--- src/rtl/pango_rx_tlp_adapter_pkg.sv ---
// rtl/pango_rx_tlp_adapter_pkg.sv - shared types and constants for the Pango RX TLP adapter
//   Beat-entry struct carried through the skid buffer, beat geometry, and TUSER bit indices.
package pango_rx_tlp_adapter_pkg;

    localparam int C_DW_PER_BEAT = 4;
    localparam int C_DATA_W      = C_DW_PER_BEAT * 32;
    localparam int C_OFF_W       = $clog2(C_DW_PER_BEAT);

    localparam int TUSER_BAR_LSB = 0;
    localparam int TUSER_BAR_MSB = 5;
    localparam int TUSER_ERR     = 6;

    typedef struct packed {
        logic [C_DATA_W-1:0] data;
        logic                start_flag;
        logic                end_flag;
        logic [C_OFF_W-1:0]  end_off;
        logic [5:0]          bar;
    } rx_beat_t;

    // Index of the highest set keep bit; 0 when no bit is set.
    function automatic logic [C_OFF_W-1:0] keep_hi_idx(input logic [C_DW_PER_BEAT-1:0] keep);
        logic [C_OFF_W-1:0] idx;
        idx = '0;
        for (int i = 0; i < C_DW_PER_BEAT; i++) begin
            if (keep[i]) idx = C_OFF_W'(i);
        end
        return idx;
    endfunction

endpackage

--- src/rtl/pango_rx_skid_buf.sv ---
// rtl/pango_rx_skid_buf.sv - 2-entry valid/ready skid buffer with registered input ready
//   clk, resetn          : clock, synchronous active-low reset
//   s_tdata/tvalid/tready: upstream side; s_tready is registered
//   m_tdata/tvalid/tready: downstream side, FIFO order
module pango_rx_skid_buf #(
    parameter int W = 8
) (
    input  logic         clk,
    input  logic         resetn,
    input  logic [W-1:0] s_tdata,
    input  logic         s_tvalid,
    output logic         s_tready,
    output logic [W-1:0] m_tdata,
    output logic         m_tvalid,
    input  logic         m_tready
);

    logic [W-1:0] mem [2];
    logic         wr_ptr;
    logic         rd_ptr;
    logic [1:0]   count;
    logic [1:0]   count_nxt;
    logic         push;
    logic         pop;

    assign push      = s_tvalid & s_tready;
    assign pop       = m_tvalid & m_tready;
    assign count_nxt = count + 2'(push) - 2'(pop);

    assign m_tvalid = (count != 2'd0);
    assign m_tdata  = mem[rd_ptr];

    always_ff @(posedge clk) begin
        if (!resetn) begin
            mem[0]   <= '0;
            mem[1]   <= '0;
            wr_ptr   <= 1'b0;
            rd_ptr   <= 1'b0;
            count    <= 2'd0;
            s_tready <= 1'b0;
        end else begin
            if (push) begin
                mem[wr_ptr] <= s_tdata;
                wr_ptr      <= ~wr_ptr;
            end
            if (pop) rd_ptr <= ~rd_ptr;
            count    <= count_nxt;
            // Ready looks at next-cycle occupancy so a full buffer never sees a push.
            s_tready <= (count_nxt != 2'd2);
        end
    end

endmodule

--- src/rtl/pango_rx_tlp_adapter.sv ---
// rtl/pango_rx_tlp_adapter.sv - Pango PCIe AXI-S RX to RIFFA RX_TLP adapter
//   USER_CLK, USER_RST_N        : clock, synchronous active-low reset
//   AXIS_RX_*                   : Pango IP master stream in (TUSER [5:0] BAR, [6] error)
//   RX_TLP, RX_TLP_VALID/READY  : RIFFA beat stream out
//   RX_TLP_START/END_FLAG/OFFSET: per-beat framing derived from TLAST/TKEEP
//   RX_TLP_BAR_DECODE           : BAR hit latched at SOP
//   RX_PROTO_ERR                : one-cycle pulse on malformed TKEEP at accept
//   RX_DROP_COUNT               : dropped TLPs (PANGO_RX_DISCARD_ERR_EN), else 0
//   Optional feature macro: PANGO_RX_DISCARD_ERR_EN drops TLPs whose SOP carries TUSER[6].
import pango_rx_tlp_adapter_pkg::*;

module pango_rx_tlp_adapter #(
    parameter int C_PCI_DATA_WIDTH = 128,
    parameter int C_KEEP_W         = 4,
    parameter int C_DROP_CNT_W     = 16
) (
    input  logic                        USER_CLK,
    input  logic                        USER_RST_N,
    input  logic [C_PCI_DATA_WIDTH-1:0] AXIS_RX_TDATA,
    input  logic [C_KEEP_W-1:0]         AXIS_RX_TKEEP,
    input  logic                        AXIS_RX_TLAST,
    input  logic                        AXIS_RX_TVALID,
    output logic                        AXIS_RX_TREADY,
    input  logic [7:0]                  AXIS_RX_TUSER,
    output logic [C_PCI_DATA_WIDTH-1:0] RX_TLP,
    output logic                        RX_TLP_VALID,
    input  logic                        RX_TLP_READY,
    output logic                        RX_TLP_START_FLAG,
    output logic [1:0]                  RX_TLP_START_OFFSET,
    output logic                        RX_TLP_END_FLAG,
    output logic [1:0]                  RX_TLP_END_OFFSET,
    output logic [5:0]                  RX_TLP_BAR_DECODE,
    output logic                        RX_PROTO_ERR,
    output logic [C_DROP_CNT_W-1:0]     RX_DROP_COUNT
);

    rx_beat_t   in_beat;
    rx_beat_t   out_beat;
    logic       sop_pending;
    logic [5:0] bar_q;
    logic       in_fire;
    logic       buf_tvalid;
    logic       keep_ok;
    logic       proto_err_d;
    logic       drop_beat;

    assign in_fire = AXIS_RX_TVALID & AXIS_RX_TREADY;

    assign keep_ok = (AXIS_RX_TKEEP == 4'b0001) || (AXIS_RX_TKEEP == 4'b0011) ||
                     (AXIS_RX_TKEEP == 4'b0111) || (AXIS_RX_TKEEP == 4'b1111);
    assign proto_err_d = !keep_ok || (!AXIS_RX_TLAST && (AXIS_RX_TKEEP != 4'b1111));

    always_comb begin
        in_beat            = '0;
        in_beat.data       = AXIS_RX_TDATA;
        in_beat.start_flag = sop_pending;
        in_beat.end_flag   = AXIS_RX_TLAST;
        // Malformed keep still uses the highest-set-bit rule so the beat is forwarded.
        in_beat.end_off    = AXIS_RX_TLAST ? keep_hi_idx(AXIS_RX_TKEEP) : '0;
        in_beat.bar        = sop_pending ? AXIS_RX_TUSER[TUSER_BAR_MSB:TUSER_BAR_LSB] : bar_q;
    end

    always_ff @(posedge USER_CLK) begin
        if (!USER_RST_N) begin
            sop_pending  <= 1'b1;
            bar_q        <= '0;
            RX_PROTO_ERR <= 1'b0;
        end else begin
            RX_PROTO_ERR <= in_fire & proto_err_d;
            if (in_fire) begin
                sop_pending <= AXIS_RX_TLAST;
                bar_q       <= in_beat.bar;
            end
        end
    end

`ifdef PANGO_RX_DISCARD_ERR_EN
    logic                    drop_q;
    logic [C_DROP_CNT_W-1:0] drop_cnt;
    logic                    unused_tuser;

    // The error bit only matters on the SOP beat; later beats inherit the decision.
    assign drop_beat = sop_pending ? AXIS_RX_TUSER[TUSER_ERR] : drop_q;

    always_ff @(posedge USER_CLK) begin
        if (!USER_RST_N) begin
            drop_q   <= 1'b0;
            drop_cnt <= '0;
        end else if (in_fire) begin
            drop_q <= drop_beat;
            if (drop_beat && AXIS_RX_TLAST && (drop_cnt != '1))
                drop_cnt <= drop_cnt + {{(C_DROP_CNT_W-1){1'b0}}, 1'b1};
        end
    end

    assign RX_DROP_COUNT = drop_cnt;
    assign unused_tuser  = AXIS_RX_TUSER[7];
`else
    logic unused_tuser;

    assign drop_beat     = 1'b0;
    assign RX_DROP_COUNT = '0;
    assign unused_tuser  = ^AXIS_RX_TUSER[7:6];
`endif

    // Dropped beats are still handshaken upstream; they just never enter the buffer.
    assign buf_tvalid = AXIS_RX_TVALID & ~drop_beat;

    pango_rx_skid_buf #(
        .W($bits(rx_beat_t))
    ) u_skid (
        .clk      (USER_CLK),
        .resetn   (USER_RST_N),
        .s_tdata  (in_beat),
        .s_tvalid (buf_tvalid),
        .s_tready (AXIS_RX_TREADY),
        .m_tdata  (out_beat),
        .m_tvalid (RX_TLP_VALID),
        .m_tready (RX_TLP_READY)
    );

    assign RX_TLP              = out_beat.data;
    assign RX_TLP_START_FLAG   = out_beat.start_flag;
    assign RX_TLP_START_OFFSET = 2'd0;
    assign RX_TLP_END_FLAG     = out_beat.end_flag;
    assign RX_TLP_END_OFFSET   = out_beat.end_off;
    assign RX_TLP_BAR_DECODE   = out_beat.bar;

endmodule
--- config.mk ---
export PLATFORM = sky130hd
export DESIGN_NAME = pango_rx_tlp_adapter
export DESIGN_NICKNAME = d
export VERILOG_FILES = /design/src/rtl/pango_rx_tlp_adapter_pkg.sv /design/src/rtl/pango_rx_skid_buf.sv /design/src/rtl/pango_rx_tlp_adapter.sv
export SDC_FILE = /design/constraint.sdc
export NUM_CORES = 1
export LEC_CHECK = 0
export ABC_AREA = 0
export BUFFER_PORTS_ARGS = -buffer_cell sky130_fd_sc_hd__clkbuf_2
export CAP_MARGIN = 5
export CORE_MARGIN = 5
export CORE_UTILIZATION = 45
export DETAILED_ROUTE_END_ITERATION = 10
export PLACE_DENSITY = 0.69
export SLEW_MARGIN = 20
export SYNTH_ARGS = -nofsm -noshare
export SYNTH_HDL_FRONTEND = slang
export SYNTH_SLANG_ARGS = --single-unit
--- constraint.sdc ---
create_clock -name USER_CLK -period 16.9 [get_ports USER_CLK]
set_clock_uncertainty 0.1 [all_clocks]
set_input_delay 1.69 -clock USER_CLK [delete_from_list [all_inputs] [get_ports USER_CLK]]
set_output_delay 1.69 -clock USER_CLK [all_outputs]
set_load 0.1 [all_outputs]
# After elaboration in Yosys (flattened, before gate mapping)
# Memories as Yosys holds them, arrays and structs flattened. A register that Yosys moved wholly into a read port is not among the register bits.
# Cells that the tools add are included.
dict set report word_totals {
  ff_bits 13
  ram_bits 276
  input_bits 145
  wordCells 44
  mem_count 1
}
# name depth width rd rd_clocked_by_memory_dff write_ports line
set memory_table {}
lappend memory_table {u_skid.mem 2 138 1 1 2 pango_rx_skid_buf.sv:18} ;# logic [W-1:0] mem [2];
dict set report classes {
  addsub 2
  eq_ne 6
  muxes 14
  bitwise_logic 5
  reduce_logical 9
}
# cell n
set op_table {}
lappend op_table {{138-bit two-way mux} 1}
lappend op_table {{138-bit OR reduction} 1}
lappend op_table {{1-bit two-way mux} 9}
lappend op_table {{2-bit two-way mux} 3}
lappend op_table {{6-bit two-way mux} 1}
lappend op_table {{4-bit by 1-bit == test with 1-bit output, second input constant} 1}
lappend op_table {{4-bit by 2-bit == test with 1-bit output, second input constant} 1}
lappend op_table {{4-bit by 3-bit == test with 1-bit output, second input constant} 1}
lappend op_table {{4-bit == test, second input constant} 1}
lappend op_table {{1-bit logical OR} 4}
lappend op_table {{4-bit inequality test, second input constant} 1}
lappend op_table {{1-bit bitwise AND} 3}
lappend op_table {{2-bit by 1-bit adder with 2-bit output} 1}
lappend op_table {{1-bit logical NOT} 2}
lappend op_table {{2-bit inequality test, second input constant} 1}
lappend op_table {{1-bit NOT} 2}
lappend op_table {{2-bit nonzero test} 1}
lappend op_table {{2-bit by 1-bit subtractor with 2-bit output} 1}
lappend op_table {{1-bit logical AND} 1}

# Logic depth before layout (Yosys ltp)
# Gate-level depths: netlist of run 1.
dict set report depth {
  word_depth 7
  mapped_depth 7
  mapped_depth_nobuf 7
}

# Modules after synthesis
# From an unflattened synthesis of run 1, not the netlist that was laid out.
dict set report unflattened {
  cells_unflattened 829
  area_unflattened_um2 12729.7
}
# module instances cells_per_inst area_each_um2 seq_area_each_um2
set by_module_without_submodules {}
lappend by_module_without_submodules {pango_rx_skid_buf 1 770 12139.1 8408.1}
lappend by_module_without_submodules {pango_rx_tlp_adapter 1 59 590.6 160.2}

# Worst setup path before layout of run 1
# No wires, ideal clock.
dict set report synth_path {
  path_type {input to register}
  from {input port AXIS_RX_TVALID}
  to {memory u_skid.mem[0][0] (netlist bit) (enable)}
  setup_ns 0.828
  t_arrival_ns 11.517
  required_ns 15.972
  path_slack_ns 4.456
  stages 2
  path_cell_list {nand2_1 -> o21ai_0}
}
# element line
set synth_rtl {}
lappend synth_rtl {{from (decl)} pango_rx_tlp_adapter.sv:22} ;# input logic AXIS_RX_TVALID,
lappend synth_rtl {{to (decl)} pango_rx_skid_buf.sv:18}

==> results of run 1 <==
how the worst min path moves through the flow:
stage / from / endpoint / slack [ns] / cells past startpoint
6_report: bar_q[2] / bar_q[2] / 0.42 / 2
5_1_grt: bar_q[4] / bar_q[4] / 0.45 / 2
4_1_cts: bar_q[2] / bar_q[2] / 0.42 / 2
3_5_place_dp: bar_q[2] / bar_q[2] / 0.41 / 2
3_3_place_gp: bar_q[3] / bar_q[3] / 0.40 / 2
2_1_floorplan: bar_q[0] / bar_q[0] / 0.38 / 2
synth_stat cells, types with 5 or more instances:
cell type,instances,area [um^2]
edfxtp_1,276,8290
and2_1,262,1640
mux2_2,138,1550
buf_6,22,248
buf_4,18,135
nor2_1,17,63.8
buf_2,15,75.1
dfxtp_1,14,280
mux2i_1,12,120
nor2b_1,10,62.6
clkbuf_1,9,33.8
inv_1,5,18.8
critical path: cells and delay by family (launching register included):
family | cells | cell delay, ns
mux | 1 | 0.45
flops | 1 | 0.95
buf+inv | 2 | 1.30
where the power goes:
group          internal, mW  switching, mW  total [mW]  leakage [nW]
sequential            0.887         0.0445       0.932          3.00
combinational         0.214          0.950        1.16          2.92
clock                 0.333          0.263       0.596         0.431
total                  1.44           1.26        2.69          6.36
cell type report:
cell class,instances,share of cell area [%]
Multi-Input combinational cell,483,24.5
Clock buffer,36,5.24
Clock inverter,21,0.668
Antenna cell,1,0.0165
Timing Repair Buffer,291,9.89
Inverter,5,0.124
Tap cell,378,3.12
Sequential cell,290,56.5
sequential cells by signal (all words and copies together) (netlist names), named ones only:
signal           cells
u_skid.mem         276
sop_pending          1
u_skid.s_tready      1
u_skid.rd_ptr        1
u_skid.count         2
u_skid.wr_ptr        1
bar_q                6
RX_PROTO_ERR         1
kinds of logic (layout without fill, tap and decap cells):
logic type	after synthesis	in the layout	share of synthesized area (%)
other	1	19	0.0295
buffers and inverters	69	353	4.02
xor gates and xnor gates	4	4	0.276
AOI/OAI and AO/OA	7	7	0.325
adders and majority gates	2	2	0.197
and+or+nand+nor	302	302	14.6
muxes	150	150	13.2
DFF	290	290	67.4
stage by stage:
stage / std cells / hold WS, ns / utilization [%]
final: 1505 / 0.423 / 54.5
after floorplan: 842 / 0.385 / -
after detailed placement: 1447 / 0.405 / 51.2
after global routing: 1505 / 0.454 / 54.5
after global placement: 1445 / 0.398 / 51.1
after CTS: 1504 / 0.424 / 54.5
per-layer routing:
metal  vias up  global-route usage, %
li1       3431                      -
met1      3500                   20.2
met2       251                   25.9
met3        49                   5.55
met4         4                   4.25
met5         -                      0
==> key figures, run 1 <==
Synth
  • Seq/Total Area, Yosys: 67.4%
  • FFs w/ async S/R, synth: 0%
  • Synth warn: 0
  • Cells after synthesis: 825
  • Yosys reg bits: 290
  • EDFF count, synth: 276
  • Top FF cell, synth: edfxtp_1
  • Mapped cell area: 12700 um^2
  • Unique masters post-synth: 27
  • Syn Area/Cell: 15.4 um^2

CTS
  • Clk root buf: clkbuf_16
  • Post-CTS Setup Inserts: 0
  • CTS clk-pin slew, worst paths: 0.06 ns
  • Hold_buf cts: 0
  • Htree depth: 1
  • Num CTS Buffers: 31
  • Clk buf depth: 3
  • CTS Sinks: 290
  • Clk Latency, worst-skew pair: 0.54 ns
  • CTS resizes: 0
  • CTS tree: built

Drt
  • Routed WL per cell: 17.6 um
  • Antenna Nets Post-Route: 0
  • DRT Pass-1 Iters: 6
  • Vias per inst: 4.81
  • Routed length on met2: 12.4 mm
  • Vias: 7235
  • Routed WL: 26.4 mm
  • Met1 Wirelength: 10.8 mm
  • Iter 0 DRT Violations: 398
  • Met3 Routed Length: 2.51 mm
  • Highest Signal Layer: met5
  • Residual DRC count: 0

Power
  • VDD IR max: 109 uV
  • Cell leakage power: 6.36 nW
  • Power Total: 2.69 mW
  • Power Density: 177 nW/um^2

Timing
  • Final setup TNS: 0 ns
  • Final hold vios: 0
  • Slew @ Worst Pin: 1.07 ns
  • Tmin final: 5.16 ns
  • Unrepaired setup endpoints after global routing: no
  • Max-slew headroom: 28.6%
  • Slew Viols, Final: 0
  • Final worst slack: 11.74 ns
  • Fin crit share: 30.5%
  • Fmax: 194 MHz
  • Final setup violation count: 0

Setup path
  • Crit Path Category: flip-flop to output pin
  • Worst reg2reg startpoint: u_skid.wr_ptr
  • Req. time, crit path: 15.11 ns
  • CP Max Fanout: 76
  • Worst setup path endpoint: RX_TLP[38]
  • R2R cell count: 3
  • R2r setup slk: 13.42 ns
  • Worst path max stage delay: 0.95 ns
  • Crit path max-delay cell type: dfxtp_4
  • CP arrival: 3.37 ns
  • Crit end category: output pin
  • Startpoint Class: flip-flop
  • Critical-path cell list: buf_4 -> mux2_2 -> clkbuf_2
  • Worst r2r dst: u_skid.mem[1][13]

Place
  • Port Buf Inserts: 283
  • DP Area: 14300 um^2
  • RePlAce Congestion: 0.728
  • Pre-CTS setup slack: 11.90 ns
  • Final HPWL DP: 16.6 mm

Floorplanning
  • Die Wd: 178 um
  • Die height: 178 um
  • Die footprint: 31700 um^2
  • # rows: 61
  • Initial core utilization: 45.6%
  • Core Region: 27900 um^2
  • I/O pin count: 304

Final layout
  • Nets@finish: 1249
  • Commonest non-fill, non-tap cells in the layout: clkbuf_2, edfxtp_1, and2_1
  • Final Cell Area: 15200 um^2
  • Commonest non-fill, non-tap cell in the layout: clkbuf_2
  • Footprint of the multi-input gates: 3710 um^2
  • Area grow syn2layout: 19.4%
  • FF/Latch Area: 8570 um^2
  • Layout cells sized above 1: 42.3%
  • Layout fillers: 2329

Min path
  • Hold Crit Class: flip-flop to flip-flop

Global route
  • First-pass GRT wire length: 39.5 mm
  • Number of global-route vias before repair: 7304
  • Initial antenna violation count: 3
  • Overall global routing resource usage: 15.8%
  • Largest net degree at the start of global routing: 79
  • Remaining Overflow, GRT: 0

Run
  • Max Cap Viol: 0

Run status
  • Outcome: finished clean
No activity file was read; power rests on OpenSTA's default activity.
==> inputs of run 2 (changes only) <==
--- a/config.mk
+++ b/config.mk
@@ -11,7 +11,7 @@
 export CORE_MARGIN = 5
 export CORE_UTILIZATION = 45
 export DETAILED_ROUTE_END_ITERATION = 10
-export PLACE_DENSITY = 0.69
+export PLACE_DENSITY = 0.72
 export SLEW_MARGIN = 20
 export SYNTH_ARGS = -nofsm -noshare
 export SYNTH_HDL_FRONTEND = slang
==> constraint.sdc (replaced) <==
create_clock -name USER_CLK -period 4.48 [get_ports USER_CLK]
set_clock_uncertainty 0.1 [all_clocks]
set_input_delay 0.448 -clock USER_CLK [delete_from_list [all_inputs] [get_ports USER_CLK]]
set_output_delay 0.448 -clock USER_CLK [all_outputs]
set_load 0.1 [all_outputs]
==> key figures, run 2 (synthesis gave the netlist of run 1 again) <==
Global route
  • First-pass GRT wire length: 40.1 mm (+1.5%)
  • Number of global-route vias before repair: 7428 (+1.7%)
  • Largest net degree at the start of global routing: 78 (-1.3%)
  • Remaining Overflow, GRT: 0 (unchanged)
  • Initial antenna violation count: 2 (-1)
  • Overall global routing resource usage: 16.0% (+0.18 points)

Final layout
  • Commonest non-fill, non-tap cells in the layout: clkbuf_2, edfxtp_1, and2_1
  • Layout cells sized above 1: 42.4% (+0.14 points)
  • Fin util: 54.6% (+0.11 points)
  • Commonest non-fill, non-tap cell in the layout: clkbuf_2
  • N_diodes: 0 (-1)
  • Largest Register: u_skid.mem
  • Final Cell Area: 15200 um^2 (+0.20%)
  • Nets@finish: 1254 (+0.40%)
  • Area grow syn2layout: 19.7%
  • Biggest regs: u_skid.mem (276), bar_q (6), u_skid.count (2)
  • Largest register FFs: 276 (unchanged)

Power
  • Power Total: 10.1 mW (+280%)
  • VDD IR max: 448 uV (+310%)
  • Power Density: 666 nW/um^2 (+280%)
  • Cell leakage power: 6.39 nW (+0.49%)

Run
  • Max Cap Viol: 0 (unchanged)

Setup path
  • Crit end category: output pin
  • Critical-path cell list: buf_4 -> mux2_2 -> clkbuf_2
  • CP arrival: 2.67 ns (-0.70 ns)
  • Req. time, crit path: 3.93 ns (-11.18 ns)
  • R2R cell count: 3 (unchanged)
  • Startpoint Class: flip-flop
  • R2r setup slk: 1.79 ns (-11.63 ns)
  • Crit path max-delay cell type: dfxtp_4
  • Critical path depth in cells: 3 (unchanged)
  • CP Max Fanout: 56 (-26%)
  • CP delay by family, top: flip-flops
  • Crit Path Category: flip-flop to output pin
  • Bufs and invs on worst path: 2 (unchanged)
  • Worst path max stage delay: 0.88 ns (-0.07 ns)

Timing
  • Slew @ Worst Pin: 0.872 ns (-0.199 ns)
  • Final setup violation count: 0 (unchanged)
  • Final worst slack: 1.26 ns (-10.48 ns)
  • Tmin final: 3.22 ns
  • Fin crit share: 71.9%
  • Max-slew headroom: 41.7% (+13 points)
  • Final hold vios: 0 (unchanged)
  • Slew Viols, Final: 0 (unchanged)
  • Unrepaired setup endpoints after global routing: no
  • Fmax: 310 MHz
  • Final setup TNS: 0 ns (unchanged)

CTS
  • Num CTS Buffers: 31 (unchanged)
  • CTS resizes: 0 (unchanged)
  • Htree depth: 1 (unchanged)
  • CTS clk-pin slew, worst paths: 0.06 ns (about the same)
  • Clk buf depth: 3 (unchanged)
  • CTS tree: built
  • Clk Latency, worst-skew pair: 0.54 ns (about the same)
  • Clk root buf: clkbuf_16
  • CTS Sinks: 290 (unchanged)

Drt
  • Routed WL: 26.5 mm (+0.16%)
  • DRT Pass-1 Iters: 4 (-2)
  • Routed WL per cell: 17.6 um (+0.16%)
  • Residual DRC count: 0 (unchanged)
  • Vias per inst: 4.78 (-0.59%)
  • Vias: 7192 (-0.59%)
  • Iter 0 DRT Violations: 374 (-6.0%)
  • Antenna Nets Post-Route: 0 (unchanged)

Place
  • RePlAce Congestion: 0.722 (-0.78%)
  • Final HPWL DP: 16.9 mm (+1.5%)
  • DP Area: 14300 um^2 (+0.36%)
  • Port Buf Inserts: 283 (unchanged)
  • Pre-CTS setup slack: 1.38 ns (-10.52 ns)

Floorplanning
  • # rows: 61 (unchanged)
  • I/O pin count: 304 (unchanged)
  • Core Region: 27900 um^2 (unchanged)
  • Die footprint: 31700 um^2 (unchanged)
  • Die Wd: 178 um (unchanged)
  • Die height: 178 um (unchanged)
  • Initial core utilization: 45.6% (unchanged)

Min path
  • Hold Crit Class: input port to flip-flop
  • Hold depth: 2 (unchanged)

Run status
  • Outcome: finished clean
==> run 2: cell count changes in the layout (fill, tap and decap cells not counted), sizes merged <==
cell	previous run	this run
buf	8	12
clkinvlp	3	0
diode	1	0
dlygate4sd3	0	1
inv	6	5
==> run 2: final timing paths <==
kind,startpoint,to
worst max register to register,u_skid.wr_ptr,u_skid.mem[1][56]
worst max-delay path,flip-flop,RX_TLP[41]
worst min-delay path,AXIS_RX_TDATA[44],u_skid.mem[1][54]
worst min register to register,bar_q[5],bar_q[5]
==> run 2: metal layers <==
metal / track usage [%] / share of wire [%] / up-vias
li1: - / - / 3435
met1: 20.3 / 41 / 3476
met2: 26.9 / 47 / 237
met3: 5.43 / 9.2 / 40
met4: 3.38 / 2.0 / 4
met5: 0 / 0.079 / -
==> run 2: repair_timing <==
item | 4_1_cts | 5_1_grt
buffers inserted | 0 | 0
endpoints found under the hold margin | 1 | 0
setup endpoints to repair | 0 | 0
hold buffers | 1 | 0
==> run 2: final cells by class <==
class	count	area, um^2
clock buffer	36	795
clock inverter	17	72.6
fill	2296	12700
inverter	5	18.8
multi-input combinational	483	3720
sequential	290	8570
tap	378	473
timing repair buffer	296	1550
==> run 2: power by group <==
group	total [mW]	switching, mW	internal (mW)
sequential	3.51	0.164	3.34
combinational	4.41	3.58	0.825
clock	2.21	0.969	1.25
total	10.1	4.72	5.41
==> run 2: stage by stage <==
step / std cells / hold WS [ns]
finish: 1505 / 0.0917
global route: 1505 / 0.0640
CTS: 1505 / 0.0593
detailed placement: 1451 / 0.414
global placement: 1451 / 0.397
floorplan: 842 / 0.385
==> inputs of run 3 (changes only) <==
--- a/config.mk
+++ b/config.mk
@@ -5,7 +5,7 @@
 export SDC_FILE = /design/constraint.sdc
 export NUM_CORES = 1
 export LEC_CHECK = 0
-export ABC_AREA = 0
+export ABC_AREA = 1
 export BUFFER_PORTS_ARGS = -buffer_cell sky130_fd_sc_hd__clkbuf_2
 export CAP_MARGIN = 5
 export CORE_MARGIN = 5
==> constraint.sdc (replaced) <==
create_clock -name USER_CLK -period 2.7 [get_ports USER_CLK]
set_clock_uncertainty 0.1 [all_clocks]
set_input_delay 0.27 -clock USER_CLK [delete_from_list [all_inputs] [get_ports USER_CLK]]
set_output_delay 0.27 -clock USER_CLK [all_outputs]
set_load 0.1 [all_outputs]
==> key figures, run 3 <==
Place
  • Final HPWL DP: 16.9 mm (+0.33%)
  • RePlAce Congestion: 0.771 (+6.7%)
  • Inst Count DP: 1607 (+11%)
  • DP Area: 14500 um^2 (+1.2%)
  • Pre-CTS setup slack: 0.600 ns (-0.778 ns)
  • Port Buf Inserts: 283 (unchanged)

Global route
  • Initial antenna violation count: 2 (unchanged)
  • Number of global-route vias before repair: 8813 (+19%)
  • Remaining Overflow, GRT: 0 (unchanged)
  • Overall global routing resource usage: 18.0% (+2.0 points)
  • First-pass GRT wire length: 45.1 mm (+13%)
  • Largest net degree at the start of global routing: 140 (+79%)

Synth
  • EDFF count, synth: 276 (unchanged)
  • Most frequent cell after synthesis: edfxtp_1
  • Post-synth top area share: 65.3% (about the same)
  • Cells after synthesis: 970 (+18%)
  • FFs w/ async S/R, synth: 0% (unchanged)
  • Seq/Total Area, Yosys: 67.5% (about the same)
  • Most frequent cells after synthesis: edfxtp_1, nor2_1, inv_1, mux2_2, nor2_2
  • Unique masters post-synth: 23 (-15%)
  • Largest cells by area after synthesis: edfxtp_1, mux2_2, nor2_1
  • Mapped cell area: 12700 um^2 (about the same)
  • Top FF cell, synth: edfxtp_1
  • Synth warn: 0 (unchanged)
  • Syn Area/Cell: 13.1 um^2 (-15%)
  • Yosys reg bits: 290 (unchanged)
  • Area leader, netlist: edfxtp_1

Power
  • P_sw: 7.70 mW (+63%)
  • VDD IR max: 733 uV (+64%)
  • Clock power share: 24.8% (+2.9 points)
  • Seq pwr share: 32.9% (-1.7 points)
  • Power Density: 1020 nW/um^2 (+53%)
  • Sw frac: 44.5% (-2.0 points)
  • Cell leakage power: 7.57 nW (+19%)
  • Power Internal: 9.60 mW (+77%)
  • Comb pwr share: 42.3% (-1.2 points)

Setup path
  • Crit end category: output pin
  • Startpoint Class: flip-flop
  • Req. time, crit path: 2.33 ns (-1.60 ns)
  • CP Max Fanout: 35 (-38%)
  • R2R cell count: 4 (+1)
  • CP arrival: 2.17 ns (-0.50 ns)
  • Worst reg2reg startpoint: u_skid.wr_ptr
  • Crit Path Category: flip-flop to output pin
  • Worst r2r dst: u_skid.mem[0][64]
  • R2r setup slk: 0.75 ns (-1.04 ns)

Timing
  • Max-slew headroom: 36.2% (-5.5 points)
  • Final worst slack: 0.165 ns (-1.09 ns)
  • Final setup violation count: 0 (unchanged)
  • Final setup TNS: 0 ns (unchanged)
  • Slew Viols, Final: 0 (unchanged)
  • Tmin final: 2.54 ns
  • Hold Slack: 0.0507 ns (-0.0410 ns)
  • Final hold vios: 0 (unchanged)
  • Unrepaired setup endpoints after global routing: no
  • Slew @ Worst Pin: 0.956 ns (+0.0845 ns)
  • Fin crit share: 93.9%
  • Fmax: 394 MHz

CTS
  • CTS resizes: 0 (unchanged)
  • Num CTS Buffers: 30 (-3.2%)
  • Clk Latency, worst-skew pair: 0.55 ns (about the same)
  • Clk buf depth: 3 (unchanged)
  • Clk root buf: clkbuf_16
  • CTS Sinks: 290 (unchanged)
  • CTS clk-pin slew, worst paths: 0.06 ns (about the same)
  • CTS tree: built
  • Htree depth: 1 (unchanged)

Run
  • Max Cap Viol: 0 (unchanged)

Min path
  • Hold Crit Class: input port to flip-flop
  • Hold depth: 3 (+1)
  • WHS Endpoint: bar_q[3]
  • HP Start: AXIS_RX_TUSER[3]

Drt
  • Iter 0 DRT Violations: 379 (+1.3%)
  • Routed WL: 29.8 mm (+12%)
  • Routed WL per cell: 16.5 um (-6.2%)
  • Vias: 8401 (+17%)
  • Vias per inst: 4.66 (-2.5%)
  • DRT Pass-1 Iters: 4 (unchanged)
  • Antenna Nets Post-Route: 0 (unchanged)
  • Residual DRC count: 0 (unchanged)

Floorplanning
  • Core Region: 27900 um^2 (unchanged)
  • Initial core utilization: 45.6% (about the same)
  • Die height: 178 um (about the same)
  • I/O pin count: 304 (unchanged)
  • # rows: 61 (unchanged)
  • Die footprint: 31700 um^2 (about the same)
  • Die Wd: 178 um (about the same)

Final layout
  • Nets@finish: 1546 (+23%)
  • Commonest non-fill, non-tap cells in the layout: clkbuf_2, edfxtp_1, nor2_1
  • Layout cells sized above 1: 40.0% (-2.4 points)
  • Final Cell Area: 16900 um^2 (+11%)
  • Finished Layout Cells: 1803 (+20%)
  • Commonest non-fill, non-tap cell in the layout: clkbuf_2
  • Largest Register: u_skid.mem
  • Largest register FFs: 276 (unchanged)
  • Biggest regs: u_skid.mem (276), bar_q (6), u_skid.count (2)
  • Area grow syn2layout: 33.3%

Run status
  • Outcome: finished clean
run 3: logic make-up (layout without fill, tap and decap cells):
| group | Yosys count | count (layout) | share of synthesized area (%) |
|---|---|---|---|
| AOI/OAI and AO/OA | 19 | 19 | 0.847 |
| adders and majority gates | 2 | 2 | 0.197 |
| buffers and inverters | 211 | 647 | 8.47 |
| DFF | 290 | 290 | 67.5 |
| muxes | 138 | 138 | 12.2 |
| other | 1 | 20 | 0.0295 |
| and+or+nand+nor | 309 | 309 | 10.7 |
run 3: per-stage QoR:
step	utilization [%]	power, mW
after floorplan	-	11.8
after global placement	52.0	12.9
after detailed placement	52.0	12.9
after CTS	60.8	17.4
after global routing	60.8	17.9
final	60.8	17.3
run 3: power groups by stage:
stage | logic (mW) | clock network, mW | registers (mW)
global placement | 7.10 | 0 | 5.77
finish | 7.32 | 4.28 | 5.70
floorplan | 6.03 | 0 | 5.77
detailed placement | 7.12 | 0 | 5.80
CTS | 7.34 | 4.38 | 5.69
global route | 7.58 | 4.55 | 5.74
run 3: how the worst max path moves through the flow:
| stage | from | to | slack (ns) | depth (start not counted) |
|---|---|---|---|---|
| 2_1_floorplan | u_skid.s_tready | u_skid.mem[0][0] | 0.22 | 6 |
| 3_3_place_gp | flip-flop | RX_TLP[26] | 0.60 | 3 |
| 3_5_place_dp | flip-flop | RX_TLP[26] | 0.60 | 3 |
| 4_1_cts | flip-flop | RX_TLP[26] | 0.11 | 3 |
| 5_1_grt | flip-flop | RX_TLP[125] | 0.09 | 3 |
| 6_report | flip-flop | RX_TLP[121] | 0.16 | 3 |
run 3: layout make-up:
cell class              instances  area (um^2)
inverters                     146          548
fillers                      2124        10900
repair buffers                445         3100
well taps                     378          473
clock inverters                 5         75.1
multi-input cells             486         3180
diodes                          2         5.00
clock buffers                  51          975
flip-flops and latches        290         8570
run 3: what timing repair did:
action	in CTS	in global routing
buffers inserted	1	0
hold buffers	137	0
endpoints found under the hold margin	263	0
setup endpoints to repair	1	0
run 3: worst max-delay path: stages, from the launching register on:
cell	delay, ns
dfxtp_4	0.55
buf_12	0.28
mux2_2	0.37
clkbuf_2	0.38
run 3: metal layers:
metal  global-route usage, %  wire [um]  part of all wire [%]  vias up
met5                       0         13                 0.044        -
met4                    6.12        964                   3.2        2
met3                    3.90       2070                   7.0       67
met2                    32.6      15400                    52      285
met1                    21.2      11400                    38     4009
li1                        -          -                     -     4038
